===== src/rtl/fft_pkg.sv =====
// Shared constants, FSM encoding and address bit-reversal
// for the FFT input path.
package fft_pkg;

  localparam int N     = 256;
  localparam int LOG2N = 8;
  localparam int DW    = 32;

  typedef enum logic [1:0] {
    IDLE,
    RUN,
    DRAIN,
    DONE
  } state_e;

  function automatic logic [LOG2N-1:0] bitrev(
    input logic [LOG2N-1:0] a
  );
    logic [LOG2N-1:0] r;
    r = '0;
    for (int i = 0; i < LOG2N; i++) begin
      r[i] = a[LOG2N-1-i];
    end
    return r;
  endfunction

endpackage


===== src/rtl/sync_fifo_small.sv =====
// Small register FIFO with occupancy count; head word is
// presented on dout_o without a read cycle.
module sync_fifo_small #(
  parameter int W     = 8,
  parameter int DEPTH = 2,
  localparam int AW = (DEPTH > 1) ? $clog2(DEPTH) : 1,
  localparam int CW = $clog2(DEPTH + 1)
) (
  input  logic          clk,
  input  logic          rst,
  input  logic          push_i,
  input  logic [W-1:0]  din_i,
  input  logic          pop_i,
  output logic [W-1:0]  dout_o,
  output logic [CW-1:0] count_o
);

  logic [W-1:0]  mem_q [DEPTH];
  logic [AW-1:0] wr_q, wr_d;
  logic [AW-1:0] rd_q, rd_d;
  logic [CW-1:0] cnt_q, cnt_d;
  logic          do_push, do_pop;

  assign do_pop  = pop_i && (cnt_q != '0);
  assign do_push = push_i &&
                   ((cnt_q != CW'(DEPTH)) || do_pop);

  always_comb begin
    wr_d = wr_q;
    rd_d = rd_q;
    if (do_push) begin
      wr_d = (wr_q == AW'(DEPTH - 1)) ? '0
                                       : wr_q + AW'(1);
    end
    if (do_pop) begin
      rd_d = (rd_q == AW'(DEPTH - 1)) ? '0
                                       : rd_q + AW'(1);
    end
    cnt_d = cnt_q + CW'(do_push) - CW'(do_pop);
  end

  always_ff @(posedge clk) begin
    if (rst) begin
      wr_q  <= '0;
      rd_q  <= '0;
      cnt_q <= '0;
      for (int i = 0; i < DEPTH; i++) begin
        mem_q[i] <= '0;
      end
    end else begin
      wr_q  <= wr_d;
      rd_q  <= rd_d;
      cnt_q <= cnt_d;
      if (do_push) begin
        mem_q[wr_q] <= din_i;
      end
    end
  end

  assign dout_o  = mem_q[rd_q];
  assign count_o = cnt_q;

endmodule


===== src/rtl/bitrev_frame_reader.sv =====
// Streams one frame from the sample RAM to the FFT core in
// bit-reversed (or natural) order over valid/ready.
module bitrev_frame_reader
  import fft_pkg::*;
#(
  parameter int RAM_LAT = 1,
  parameter int BITREV  = 1
) (
  input  logic             clk,
  input  logic             rst,
  input  logic             start,
  output logic             busy,
  output logic             done,
  output logic [LOG2N-1:0] ram_addr,
  output logic             ram_rd,
  input  logic [DW-1:0]    ram_dout,
  output logic             m_valid,
  input  logic             m_ready,
  output logic [DW-1:0]    m_data,
  output logic [LOG2N-1:0] m_index,
  output logic             m_last
);

  localparam int DEPTH = RAM_LAT + 1;
  localparam int CW    = $clog2(DEPTH + 1);
  localparam int FW    = DW + LOG2N + 1;
  localparam logic [LOG2N:0] KLAST = (LOG2N+1)'(N - 1);

  state_e             state_q, state_d;
  logic [LOG2N:0]     k_q, k_d;
  logic [LOG2N-1:0]   kk;
  logic [RAM_LAT-1:0] pv_q;
  logic [LOG2N-1:0]   pk_q [RAM_LAT];
  logic [LOG2N-1:0]   pk_out;
  logic [CW-1:0]      cnt;
  logic [FW-1:0]      f_din, f_dout;
  logic               issue, pop, credit;

  assign kk  = k_q[LOG2N-1:0];
  assign pop = m_valid && m_ready;

  // A slot freed by this cycle's pop can be reused at once,
  // which keeps the stream bubble-free under m_ready=1.
  always_comb begin
    credit = (int'(cnt) + $countones(pv_q) - int'(pop))
             < DEPTH;
  end

  assign issue = (state_q == RUN) && !k_q[LOG2N] && credit;

  always_ff @(posedge clk) begin
    if (rst) begin
      state_q <= IDLE;
    end else begin
      state_q <= state_d;
    end
  end

  always_comb begin
    state_d = state_q;
    unique case (state_q)
      IDLE:    if (start) state_d = RUN;
      RUN:     if (issue && k_q == KLAST) state_d = DRAIN;
      DRAIN:   if (pop && m_last) state_d = DONE;
      DONE:    state_d = IDLE;
      default: state_d = IDLE;
    endcase
  end

  always_comb begin
    busy     = (state_q == RUN) || (state_q == DRAIN);
    done     = (state_q == DONE);
    ram_rd   = issue;
    ram_addr = (BITREV != 0) ? bitrev(kk) : kk;
  end

  always_comb begin
    k_d = k_q;
    if (state_q == IDLE && start) begin
      k_d = '0;
    end else if (issue) begin
      k_d = k_q + (LOG2N+1)'(1);
    end else if (state_q == DONE) begin
      k_d = '0;
    end
  end

  // Issue index travels alongside the read so returning
  // data is tagged with its natural-order position.
  always_ff @(posedge clk) begin
    if (rst) begin
      k_q  <= '0;
      pv_q <= '0;
      for (int i = 0; i < RAM_LAT; i++) begin
        pk_q[i] <= '0;
      end
    end else begin
      k_q     <= k_d;
      pv_q[0] <= issue;
      pk_q[0] <= kk;
      for (int i = 1; i < RAM_LAT; i++) begin
        pv_q[i] <= pv_q[i-1];
        pk_q[i] <= pk_q[i-1];
      end
    end
  end

  assign pk_out = pk_q[RAM_LAT-1];
  assign f_din  = {pk_out == KLAST[LOG2N-1:0],
                   pk_out, ram_dout};

  sync_fifo_small #(
    .W     (FW),
    .DEPTH (DEPTH)
  ) u_ret (
    .clk     (clk),
    .rst     (rst),
    .push_i  (pv_q[RAM_LAT-1]),
    .din_i   (f_din),
    .pop_i   (pop),
    .dout_o  (f_dout),
    .count_o (cnt)
  );

  assign m_valid = (cnt != '0);
  assign {m_last, m_index, m_data} = f_dout;

endmodule


===== config.mk =====
export PLATFORM = sky130hd
export DESIGN_NAME = bitrev_frame_reader
export DESIGN_NICKNAME = d
export VERILOG_FILES = /design/src/rtl/fft_pkg.sv /design/src/rtl/sync_fifo_small.sv /design/src/rtl/bitrev_frame_reader.sv
export SDC_FILE = /design/constraint.sdc
export NUM_CORES = 1
export LEC_CHECK = 0
export CORE_MARGIN = 4
export CORE_UTILIZATION = 50
export DETAILED_ROUTE_END_ITERATION = 7
export PLACE_DENSITY = 0.77
export SYNTH_ARGS = -nofsm -noshare
export SYNTH_HDL_FRONTEND = slang
export SYNTH_SLANG_ARGS = --single-unit

===== constraint.sdc =====
create_clock -name clk -period 9.19 [get_ports clk]
set_input_delay 0.919 -clock clk [delete_from_list [all_inputs] [get_ports clk]]
set_output_delay 0.919 -clock clk [all_outputs]
set_load 0.005 [all_outputs]

==> impl_results.md <==
* MaxCap Viol Count at 0
* Sink Count at 107
* Setup violators final at 0
* Initial drt markers at around 120
* Total congestion overflow at 0
* Worst skew pair latency at 0.35 ns
* RSZ-0062 raised after global routing: false
* Slowest-stage cell, CP: clkdlybuf4s50_1
* Largest net degree at the start of global routing at 43
* Ys flop type: edfxtp_1
* Cell Chain, Critical Path: clkdlybuf4s50_1, o21a_1, ha_1, nand2b_1, fa_1, nor2b_1, a22o_1, nand2_1, inv_1, clkdlybuf4s50_1
* Synthesized Nets at approximately 420
* Synth top area share at 50.7%
* Total chip power at 1.48 mW
* Skew final at ~0.012 ns
* Critical path capture point: ram_rd
* Port Buffers at 88
* Worst r2r dst: state_q[1]
* Slowest cell delay on critical path at 0.55 ns
* Dpl ws at 4.50 ns
* Arrival @ worst endpoint at approximately 3.8 ns
* Io pins at 89
* Vias in the first global route at 3106
* Reg2Reg Depth at 8
* Post-route setup slack at 4.49 ns
* Commonest cells in the netlist: 82 x and2_1, 82 x edfxtp_1, 41 x mux2_2, 25 x dfxtp_1
* Seq cells post-synth at roughly 110
* Worst setup startpoint: m_ready
* CTS resizes at 0
* Horiz. Die Dim at around 110 µm
* DRT Pass-1 Iters at 4
* Final Max Slew Viols at 0
* Worst-path fanout max at 9
* First-pass GRT wire length at 15.0 mm
* Worst EP required at just over 8 ns
* Max Fclk at 0.213 GHz
* Gr usage total at between 10% and 20%
* CTS Hold Bufs at 0
* Num CTS Buffers at 9
* Setup crit end kind: output pin
* Initial Utilization at 52.0%
* Final Cell Area at around 6000 µm²
* Crit-path most repeated cell: clkdlybuf4s50_1
* Clk pin slew, worst setup/hold paths at roughly 0.09 ns
* Register area share after synthesis at 61.1%
* CP Launch Type: input pin
* Pleak at 2.25 nW
* Status: finished clean
* Slew HR at 32.5%
* Cell Area, Synth at 4850 µm²
* Area growth, synth to finish at 24.5%
* Post-Syn Area per Cell at 13.1 µm²
* Synth top area cells: edfxtp_1 51%, and2_1 11%, dfxtp_1 10%
* Slew @ Worst Pin at around 1.0 ns
* Yosys top cell by area: edfxtp_1
* GP Congestion at 0.823
* Clk buf depth at 2
* Core ar. at 9330 µm²
* CTS tree: built
* Post-CTS setup buffers at 0
* DP Area at 5820 µm²
* EDFF count, synth at 82
* # nets final at 496
* H-tree depth at 3
* Period utilisation layout at 51.2%
* Reg2reg setup slack at approximately 6.5 ns
* Origin of the critical flop-to-flop path: u_ret.count_o[1]
* Hold Crit Class: reg2reg
* Fin crit period at around 4.7 ns
* Distinct cells, synth at 47
* Max VDD drop at around 0.00019 V
* Syn. warnings at 0
* Syn Inst Count at 370
* Rows at 35
* Diodes inserted at 0
* Root Driver: clkbuf_8
* Crit Path Category: in2out
* Routed wire per std cell at approximately 16 µm
* Cell Pwr Density at between 200 and 250 nW/µm²
* Post-synth ARST share at 0%
* Final HPWL DP at 6.02 mm
* Die H at 107 µm
* Vias per Instance at 5.15
* # DRC at 0
* Die area at 11300 µm²
* Final Routed Wirelength at 9.21 mm
* Initial antenna violation count at 0
* Setup TNS at 0 ns
* Total number of vias at 2991
* Final Hold Viols at 0
* Share of cells above drive strength 1 at 14.8%
* Antenna-violating nets left at 0
[how the worst min path moves through the flow]
stage / startpoint / to / slack (ns) / depth (start not counted)
finish: state_q[1] / state_q[1] / 0.53 / 2
global route: k_q[8] / k_q[8] / 0.56 / 2
CTS: k_q[3] / pk_q[0][3] / 0.53 / 2
detailed placement: u_ret.rd_q / register / 0.50 / 2
global placement: u_ret.rd_q / u_ret.rd_q / 0.49 / 2
floorplan: k_q[7] / pk_q[0][7] / 0.46 / 2
[final cells by class]
cell class                      count  area (µm²)
Fill cell                         717        3290
Sequential cell                   107        2960
Multi-Input combinational cell    222        1730
Timing Repair Buffer               91         903
Tap cell                          129         161
Clock buffer                        9         124
Clock inverter                      7         101
Inverter                           16        60.1
[routing by layer]
layer	GRT usage, %	wire [µm]	vias to the layer above
met1	21.2	4020	1435
met4	5.30	106	0
li1	-	-	1451
met5	0	0	-
met2	29.2	4590	95
met3	2.85	498	10
[report_power, final]
group	leakage [nW]	internal, mW	switching (mW)	total, mW
clock	0.113	0.156	0.156	0.312
sequential	1.05	0.598	0.0593	0.657
combinational	1.09	0.291	0.222	0.514
[critical path, delay by kind of cell]
kind | cells | cell delay [ns]
buf+inv | 3 | 1.11
fa+ha+maj | 2 | 0.71
compound gates | 2 | 0.55
simple gates | 3 | 0.48
[through the flow]
step / instances / utilization [%] / hold WS (ns)
floorplan: 370 / - / 0.464
global placement: 565 / 62.3 / 0.495
detailed placement: 565 / 62.3 / 0.503
CTS: 581 / 64.8 / 0.531
global route: 581 / 64.8 / 0.557
finish: 581 / 64.8 / 0.529
[logic make-up (layout without fill, tap and decap cells)]
family | count (synthesis) | in the layout | synth area share (%)
AOI/OAI and AO/OA | 30 | 30 | 4.56
xor gates and xnor gates | 6 | 6 | 1.08
adders and majority gates | 13 | 13 | 3.51
buffers and inverters | 41 | 123 | 3.82
DFF | 107 | 107 | 61.1
muxes | 42 | 42 | 9.72
and+or+nand+nor | 131 | 131 | 16.2
[cells in the final DEF, fill, tap and decap left out, types with 2 or more instances in the layout]
cell type and count:
o21a_1 2, or3_1 2, and2_1 82, buf_4 3, inv_1 15, dfxtp_1 24, mux2_2 41, clkdlybuf4s50_1 88
edfxtp_1 82, nand2_1 5, nor2b_1 6, xnor2_1 5, o22ai_1 2, nor3_1 4, nand4b_1 2, nor2_1 12
clkinv_4 3, nand4_1 2, and3_1 3, a21oi_1 4, clkbuf_8 9, o21ai_0 4, nand3_1 4, ha_1 12
o211ai_1 6, nor4_1 2, bufinv_16 2
[sequential cells by signal, summed over array words and instances, names as in the netlist, named ones only]
name / flops
u_ret.mem_q: 82
k_q: 9
pk_q: 8
state_q: 2
u_ret.count_o: 2
pv_q: 1
u_ret.rd_q: 1
u_ret.wr_q: 1
No activity file was read; power rests on OpenSTA's default activity.
